### src/rtl/ddc_pkg.sv
// ddc_pkg: shared constants for the down converter -- sample/LUT widths,
// the 256-entry cosine table and the sine address helper.
package ddc_pkg;

  localparam int unsigned SAMPLE_W   = 16;
  localparam int unsigned LUT_AW     = 8;
  localparam int unsigned LUT_DEPTH  = 256;
  localparam int unsigned SIN_OFFSET = 192;

  typedef logic [LUT_DEPTH-1:0][SAMPLE_W-1:0] cos_lut_t;

  // Evaluated at elaboration only; the result is a plain constant ROM.
  function automatic cos_lut_t build_cos_lut();
    cos_lut_t    lut;
    real         r;
    int unsigned k;
    lut = '0;
    for (int unsigned hi = 0; hi < 16; hi++) begin
      for (int unsigned lo = 0; lo < 16; lo++) begin
        k = hi * 16 + lo;
        r = 32767.0 * $cos(2.0 * 3.14159265358979323846 * $itor(k) / 256.0);
        if (r >= 0.0)
          lut[k[LUT_AW-1:0]] = SAMPLE_W'($rtoi(r + 0.5));
        else
          lut[k[LUT_AW-1:0]] = SAMPLE_W'(-$rtoi(0.5 - r));
      end
    end
    return lut;
  endfunction

  localparam cos_lut_t COS_LUT = build_cos_lut();

  function automatic logic [LUT_AW-1:0] sin_addr(input logic [LUT_AW-1:0] cos_addr);
    return cos_addr + LUT_AW'(SIN_OFFSET);
  endfunction

endpackage

### src/rtl/ddc_nco.sv
// ddc_nco: phase accumulator plus cosine/sine table lookup, one registered
// cos/sin pair per accepted sample.
module ddc_nco
  import ddc_pkg::*;
#(
  parameter int unsigned PHASE_W = 32
) (
  input  logic                       sys_clk,
  input  logic                       rst_n,
  input  logic                       clr,
  input  logic                       in_valid,
  input  logic [PHASE_W-1:0]         phase_inc,
  output logic                       lut_valid,
  output logic signed [SAMPLE_W-1:0] cos_val,
  output logic signed [SAMPLE_W-1:0] sin_val
);

  logic [PHASE_W-1:0] phase;
  logic [LUT_AW-1:0]  addr;

  assign addr = phase[PHASE_W-1 -: LUT_AW];

  always_ff @(posedge sys_clk or negedge rst_n) begin
    if (!rst_n) begin
      phase     <= '0;
      lut_valid <= 1'b0;
      cos_val   <= '0;
      sin_val   <= '0;
    end else if (clr) begin
      phase     <= '0;
      lut_valid <= 1'b0;
      cos_val   <= '0;
      sin_val   <= '0;
    end else begin
      lut_valid <= in_valid;
      if (in_valid) begin
        phase   <= phase + phase_inc;
        cos_val <= COS_LUT[addr];
        sin_val <= COS_LUT[sin_addr(addr)];
      end
    end
  end

endmodule

### src/rtl/ddc.sv
// ddc: real-to-complex digital down converter (NCO mix, integrate-and-dump).
// Define DDC_ROUND_EN for round-half-up in mixer and decimator instead of truncation.
module ddc
  import ddc_pkg::*;
#(
  parameter int unsigned DECIM   = 4,
  parameter int unsigned PHASE_W = 32
) (
  input  logic                       sys_clk,
  input  logic                       rst_n,
  input  logic                       clr,
  input  logic [PHASE_W-1:0]         phase_inc,
  input  logic                       in_valid,
  input  logic signed [SAMPLE_W-1:0] rf_input,
  output logic                       out_valid,
  input  logic                       out_ready,
  output logic signed [SAMPLE_W-1:0] i_out,
  output logic signed [SAMPLE_W-1:0] q_out,
  output logic                       overflow,
  input  logic                       ovf_clr
);

  localparam int unsigned DEC_SH = $clog2(DECIM);
  localparam int unsigned ACC_W  = SAMPLE_W + DEC_SH;
  localparam int unsigned PROD_W = 2 * SAMPLE_W;

`ifdef DDC_ROUND_EN
  localparam logic signed [PROD_W-1:0] MIX_RND = PROD_W'(1 << (SAMPLE_W - 2));
  localparam logic signed [ACC_W:0]    DEC_RND = (ACC_W+1)'(1 << (DEC_SH - 1));
`else
  localparam logic signed [PROD_W-1:0] MIX_RND = '0;
  localparam logic signed [ACC_W:0]    DEC_RND = '0;
`endif

  logic                       s1_valid, s2_valid;
  logic signed [SAMPLE_W-1:0] cos_val, sin_val, s1_x;
  logic signed [PROD_W-1:0]   prod_i, prod_q;
  logic signed [SAMPLE_W-1:0] mix_i_d, mix_q_d, mix_i, mix_q;
  logic signed [ACC_W-1:0]    acc_i, acc_q, sum_i, sum_q;
  logic signed [ACC_W:0]      tot_i, tot_q;
  logic signed [SAMPLE_W-1:0] res_i, res_q;
  logic [DEC_SH-1:0]          cnt;
  logic                       dump, drop;

  ddc_nco #(.PHASE_W(PHASE_W)) u_nco (
    .sys_clk   (sys_clk),
    .rst_n     (rst_n),
    .clr       (clr),
    .in_valid  (in_valid),
    .phase_inc (phase_inc),
    .lut_valid (s1_valid),
    .cos_val   (cos_val),
    .sin_val   (sin_val)
  );

  // Q is negated before the shift so both channels floor the same way.
  always_comb begin
    prod_i  = PROD_W'(s1_x) * PROD_W'(cos_val);
    prod_q  = -(PROD_W'(s1_x) * PROD_W'(sin_val));
    mix_i_d = SAMPLE_W'((prod_i + MIX_RND) >>> (SAMPLE_W - 1));
    mix_q_d = SAMPLE_W'((prod_q + MIX_RND) >>> (SAMPLE_W - 1));
    sum_i   = acc_i + ACC_W'(mix_i);
    sum_q   = acc_q + ACC_W'(mix_q);
    tot_i   = (ACC_W+1)'(sum_i) + DEC_RND;
    tot_q   = (ACC_W+1)'(sum_q) + DEC_RND;
    res_i   = SAMPLE_W'(tot_i >>> DEC_SH);
    res_q   = SAMPLE_W'(tot_q >>> DEC_SH);
    dump    = s2_valid && (cnt == DEC_SH'(DECIM - 1));
    drop    = dump && out_valid && !out_ready;
  end

  always_ff @(posedge sys_clk or negedge rst_n) begin
    if (!rst_n) begin
      s1_x     <= '0;
      s2_valid <= 1'b0;
      mix_i    <= '0;
      mix_q    <= '0;
    end else if (clr) begin
      s1_x     <= '0;
      s2_valid <= 1'b0;
      mix_i    <= '0;
      mix_q    <= '0;
    end else begin
      if (in_valid) s1_x <= rf_input;
      s2_valid <= s1_valid;
      if (s1_valid) begin
        mix_i <= mix_i_d;
        mix_q <= mix_q_d;
      end
    end
  end

  // The dumping sample is folded into the result; the next block starts from zero.
  always_ff @(posedge sys_clk or negedge rst_n) begin
    if (!rst_n) begin
      acc_i     <= '0;
      acc_q     <= '0;
      cnt       <= '0;
      out_valid <= 1'b0;
      i_out     <= '0;
      q_out     <= '0;
      overflow  <= 1'b0;
    end else if (clr) begin
      acc_i     <= '0;
      acc_q     <= '0;
      cnt       <= '0;
      out_valid <= 1'b0;
    end else begin
      if (s2_valid) begin
        if (dump) begin
          acc_i <= '0;
          acc_q <= '0;
          cnt   <= '0;
        end else begin
          acc_i <= sum_i;
          acc_q <= sum_q;
          cnt   <= cnt + 1'b1;
        end
      end
      if (drop)         overflow <= 1'b1;
      else if (ovf_clr) overflow <= 1'b0;
      if (dump && !drop) begin
        i_out     <= res_i;
        q_out     <= res_q;
        out_valid <= 1'b1;
      end else if (out_valid && out_ready) begin
        out_valid <= 1'b0;
      end
    end
  end

endmodule

### config.mk
export PLATFORM = sky130hd
export DESIGN_NAME = ddc
export DESIGN_NICKNAME = d
export VERILOG_FILES = /design/src/rtl/ddc_pkg.sv /design/src/rtl/ddc_nco.sv /design/src/rtl/ddc.sv
export SDC_FILE = /design/constraint.sdc
export NUM_CORES = 2
export LEC_CHECK = 0
export CAP_MARGIN = 10
export CORE_MARGIN = 3
export CORE_UTILIZATION = 33
export CTS_BUF_LIST = sky130_fd_sc_hd__clkbuf_4
export DETAILED_ROUTE_END_ITERATION = 10
export GPL_ROUTABILITY_DRIVEN = 0
export SLEW_MARGIN = 15
export SYNTH_ARGS = -nofsm -noshare
export SYNTH_HDL_FRONTEND = slang
export SYNTH_SLANG_ARGS = --single-unit
### constraint.sdc
create_clock -name sys_clk -period 19 [get_ports sys_clk]
set_clock_uncertainty 0.15 [all_clocks]
set_input_delay 3.8 -clock sys_clk [delete_from_list [all_inputs] [get_ports sys_clk]]
set_output_delay 3.8 -clock sys_clk [all_outputs]
set_load 0.02 [all_outputs]
==> impl_results.md <==
* Clk Tree Root Cell: clkbuf_4
* Cells along the critical path: buf_4, and2_1, fa_1, fa_1, fa_1, inv_1, fa_1, fa_1, inv_1, fa_1, inv_1, ha_1, o21ai_0, o21ai_0, o21ba_2, o31a_1, o41a_1, a21oi_1, nor4b_1, o31ai_1
* Global-route wire length before repair at approximately 150000 um
* Max Transition Viols Final at 0
* Setup TNS at 0 ns
* Die ar. at roughly 110000 sq um
* Register area share after synthesis at 0.139
* Synth warn at 0
* Core box area at 100000 sq um
* Nets at about 4600
* Clk pwr share at 0.079
* Commonest cells after routing, fill and taps aside: 582 x inv_1, 509 x fa_1, 408 x nand2_1
* Dpl cells at about 5100
* Reg-to-Reg Start: s1_x[8]
* Most used cell, CP: fa_1
* Worst slew margin at 0.367
* Cell Rows at 116
* Die height at between 300 and 400 um
* Internal power at around 1.5 mW
* Worst setup EP type: flop
* DRC violations left at 0
* Cell Pwr Density at ~90 nW/um^2
* Placed Instance Area at between 30000 and 40000 sq um
* Setup crit start kind: flop
* Pre-Repair DR Iteration Count at 6
* Max clock buf depth at 2
* Outcome: completed
* Worst hold path type: reg2reg
* Crit path DAT at between 7 and 8 ns
* CP max stage cell: dfrtp_1
* Antenna violations before repair at 3
* Crit-path max FO at 19
* Yosys cell types at between 80 and 90
* Register share of total power at 0.172
* Layout cells sized above 1 at 0.0421
* Hold Path Cell Cnt at 2
* DR vias at 26600
* R2r endpoint: mix_q[15]
* R2R depth at 20
* Achievable frequency at 139 MHz
* Unrepaired setup endpoints after global routing: no
* WL/cell at ~18 um
* Synth Instances at 3820
* Antenna Violating Nets Remaining at 0
* # clock sinks at roughly 190
* Synth Flop Type: dfrtp_1
* Worst Path Buf+Inv at 4
* Total Routing Usage GR at 0.174
* Min-delay src: acc_i[2]
* Number of CTS-inserted buffers at 17
* # resized after CTS at 0
* Fin crit share at 0.379
* Syn nets at ~4600
* Post-synthesis register bit count at between 150 and 200
* Gr ovfl total at 0
* Vias in the first global route at roughly 28000
* Final setup viols at 0
* Post-DP HPWL at roughly 67000 um
* Clk slew on worst S/H paths at around 0.2 ns
* Comb pwr share at 0.750
* Cell Area, Synth at between 30000 and 40000 sq um
* CTS tree: done
* EDFF count, synth at 0
* Worst path depth at 20
* Net Sw Frac at 0.535
* Wirelength, routed at about 90000 um
* Post-synth ARST share at 1.00
* Max IR drop VDD at between 0.00008 and 0.00009 V
* Critical path class: reg2reg
* Final-report hold violation count at 0
* Most common cell after layout, fill and taps aside: inv_1
* Max-Cap Viols at 0
* Worst slew pin tran at between 0.9 and 1 ns
* Fill count at approximately 10000
* Starting Density at 0.334
* Worst Hold Path EP: acc_i[2]
* Max incr delay on CP at between 0.7 and 0.8 ns
* Worst Path Required at approximately 19 ns
* Pleak at roughly 17 nW
* Overall Power at approximately 3.3 mW
* Clock Latency Late Sink at ~0.8 ns
* Iter 0 DRT Violations at roughly 2200
* Sw Pwr at around 1.8 mW
* Port bufs at slightly below 90
* Die width at between 300 and 400 um
* Syn avg cell area at 8.76 sq um
* Largest delay share family, worst path: adder cells
* Minimum clock period at roughly 7.2 ns
* Final Cell Area at between 30000 and 40000 sq um
* Vias per inst at between 5 and 6
* Non-filler cells, final at between 5000 and 6000
* Pin count of the biggest net entering global routing at 86
* Reg2reg setup slack at between 10 and 15 ns
* Synth-to-layout area growth at 7.00%
* Hold bufs inserted after CTS at 0
* CTS H-Tree Depth at 4
* Number of placed I/O pins at 88
* Setup Fix Bufs, Post-CTS at 0
[per-layer routing]
| metal | GRT usage | up-vias | wire length (um) | share of wire |
|---|---|---|---|---|
| li1 | - | 12300 | - | - |
| met1 | 0.241 | 13300 | 40600 | 0.45 |
| met2 | 0.286 | 850 | 41800 | 0.47 |
| met3 | 0.0258 | 156 | 5430 | 0.060 |
| met4 | 0.0455 | 0 | 2090 | 0.023 |
| met5 | 0 | - | 0 | 0 |
[sequential cells by signal, summed over array words and instances (netlist names)]
register and flops:
s1_x 16, mix_i 16, acc_q 18, out_valid 1
mix_q 16, cnt 2, u_nco.sin_val 16, u_nco.phase 32
u_nco.lut_valid 1, s2_valid 1, q_out 16, u_nco.cos_val 16
acc_i 18, overflow 1, i_out 16
[cell usage after synthesis, types with 14 or more instances]
| master | n | area (sq um) |
|---|---|---|
| dfrtp_1 | 186 | 4650 |
| o21ai_0 | 137 | 686 |
| nor2_1 | 231 | 867 |
| a31oi_1 | 36 | 225 |
| mux2_2 | 31 | 349 |
| xnor2_1 | 63 | 552 |
| o211ai_1 | 40 | 300 |
| a21o_1 | 45 | 338 |
| nor2b_1 | 31 | 194 |
| xor2_1 | 34 | 298 |
| nand3_1 | 51 | 255 |
| buf_1 | 18 | 67.6 |
| a21oi_1 | 183 | 916 |
| a311oi_1 | 20 | 175 |
| buf_2 | 32 | 160 |
| fa_1 | 509 | 10200 |
| inv_1 | 582 | 2180 |
| a211oi_1 | 55 | 413 |
| nand2b_1 | 52 | 325 |
| a22o_1 | 34 | 298 |
| nand2_1 | 408 | 1530 |
| clkbuf_1 | 181 | 679 |
| ha_1 | 254 | 3180 |
| nor3_1 | 47 | 235 |
| and2_1 | 230 | 1440 |
| mux2i_1 | 70 | 701 |
| o22ai_1 | 14 | 87.6 |
[worst max-delay path by stage]
| stage | endpoint | slack [ns] | start |
|---|---|---|---|
| finish | mix_q[15] | 11.80 | s1_x[8] |
| global route | mix_q[14] | 11.41 | s1_x[11] |
| CTS | mix_q[15] | 11.72 | s1_x[10] |
| detailed placement | u_nco.phase[28] | 11.60 | phase_inc[0] |
| global placement | u_nco.phase[28] | 11.67 | phase_inc[0] |
| floorplan | u_nco.phase[28] | 12.50 | phase_inc[0] |
[power groups by stage]
stage	Clock, mW	Sequential [mW]	Combinational (mW)
2_1_floorplan	0	0.488	1.93
3_3_place_gp	0	0.570	2.43
3_5_place_dp	0	0.571	2.47
4_1_cts	0.274	0.564	2.48
5_1_grt	0.286	0.576	2.83
6_report	0.259	0.566	2.47
[cell type report]
| cell class | count | area [sq um] | area share |
|---|---|---|---|
| clock inverters | 15 | 204 | 0.00569 |
| multi-input cells | 2818 | 25700 | 0.718 |
| repair buffers | 130 | 1190 | 0.0333 |
| flip-flops and latches | 186 | 4670 | 0.130 |
| clock buffers | 17 | 128 | 0.00356 |
| well taps | 1357 | 1700 | 0.0474 |
| diodes | 5 | 12.5 | 0.000349 |
| inverters | 584 | 2190 | 0.0612 |
[cells by family after synthesis]
family / Yosys count / share of synthesized area
AO/OA/AOI/OAI: 716 / 0.142
adder cells (fa/ha/maj): 763 / 0.399
flip-flops: 186 / 0.139
multiplexers: 113 / 0.0394
XOR/XNOR: 97 / 0.0254
AND/OR/NAND/NOR: 1129 / 0.162
buffers and inverters: 816 / 0.0928
[worst register-to-register path, delay by kind of cell, from the launching register on]
kind,cells,cell delay [ns]
AND/OR/NAND/NOR,2,0.49
adder cells (fa/ha/maj),7,3.20
flip-flops,1,0.72
buffers and inverters,4,0.51
AO/OA/AOI/OAI,7,1.99
[stage by stage]
stage | utilization | setup slack, ns | hold WS (ns)
floorplan | - | 12.50 | 0.304
global placement | 0.354 | 11.67 | 0.317
detailed placement | 0.354 | 11.60 | 0.330
CTS | 0.357 | 11.72 | 0.371
global route | 0.357 | 11.41 | 0.390
finish | 0.357 | 11.80 | 0.367
No activity file was read; power rests on OpenSTA's default activity.
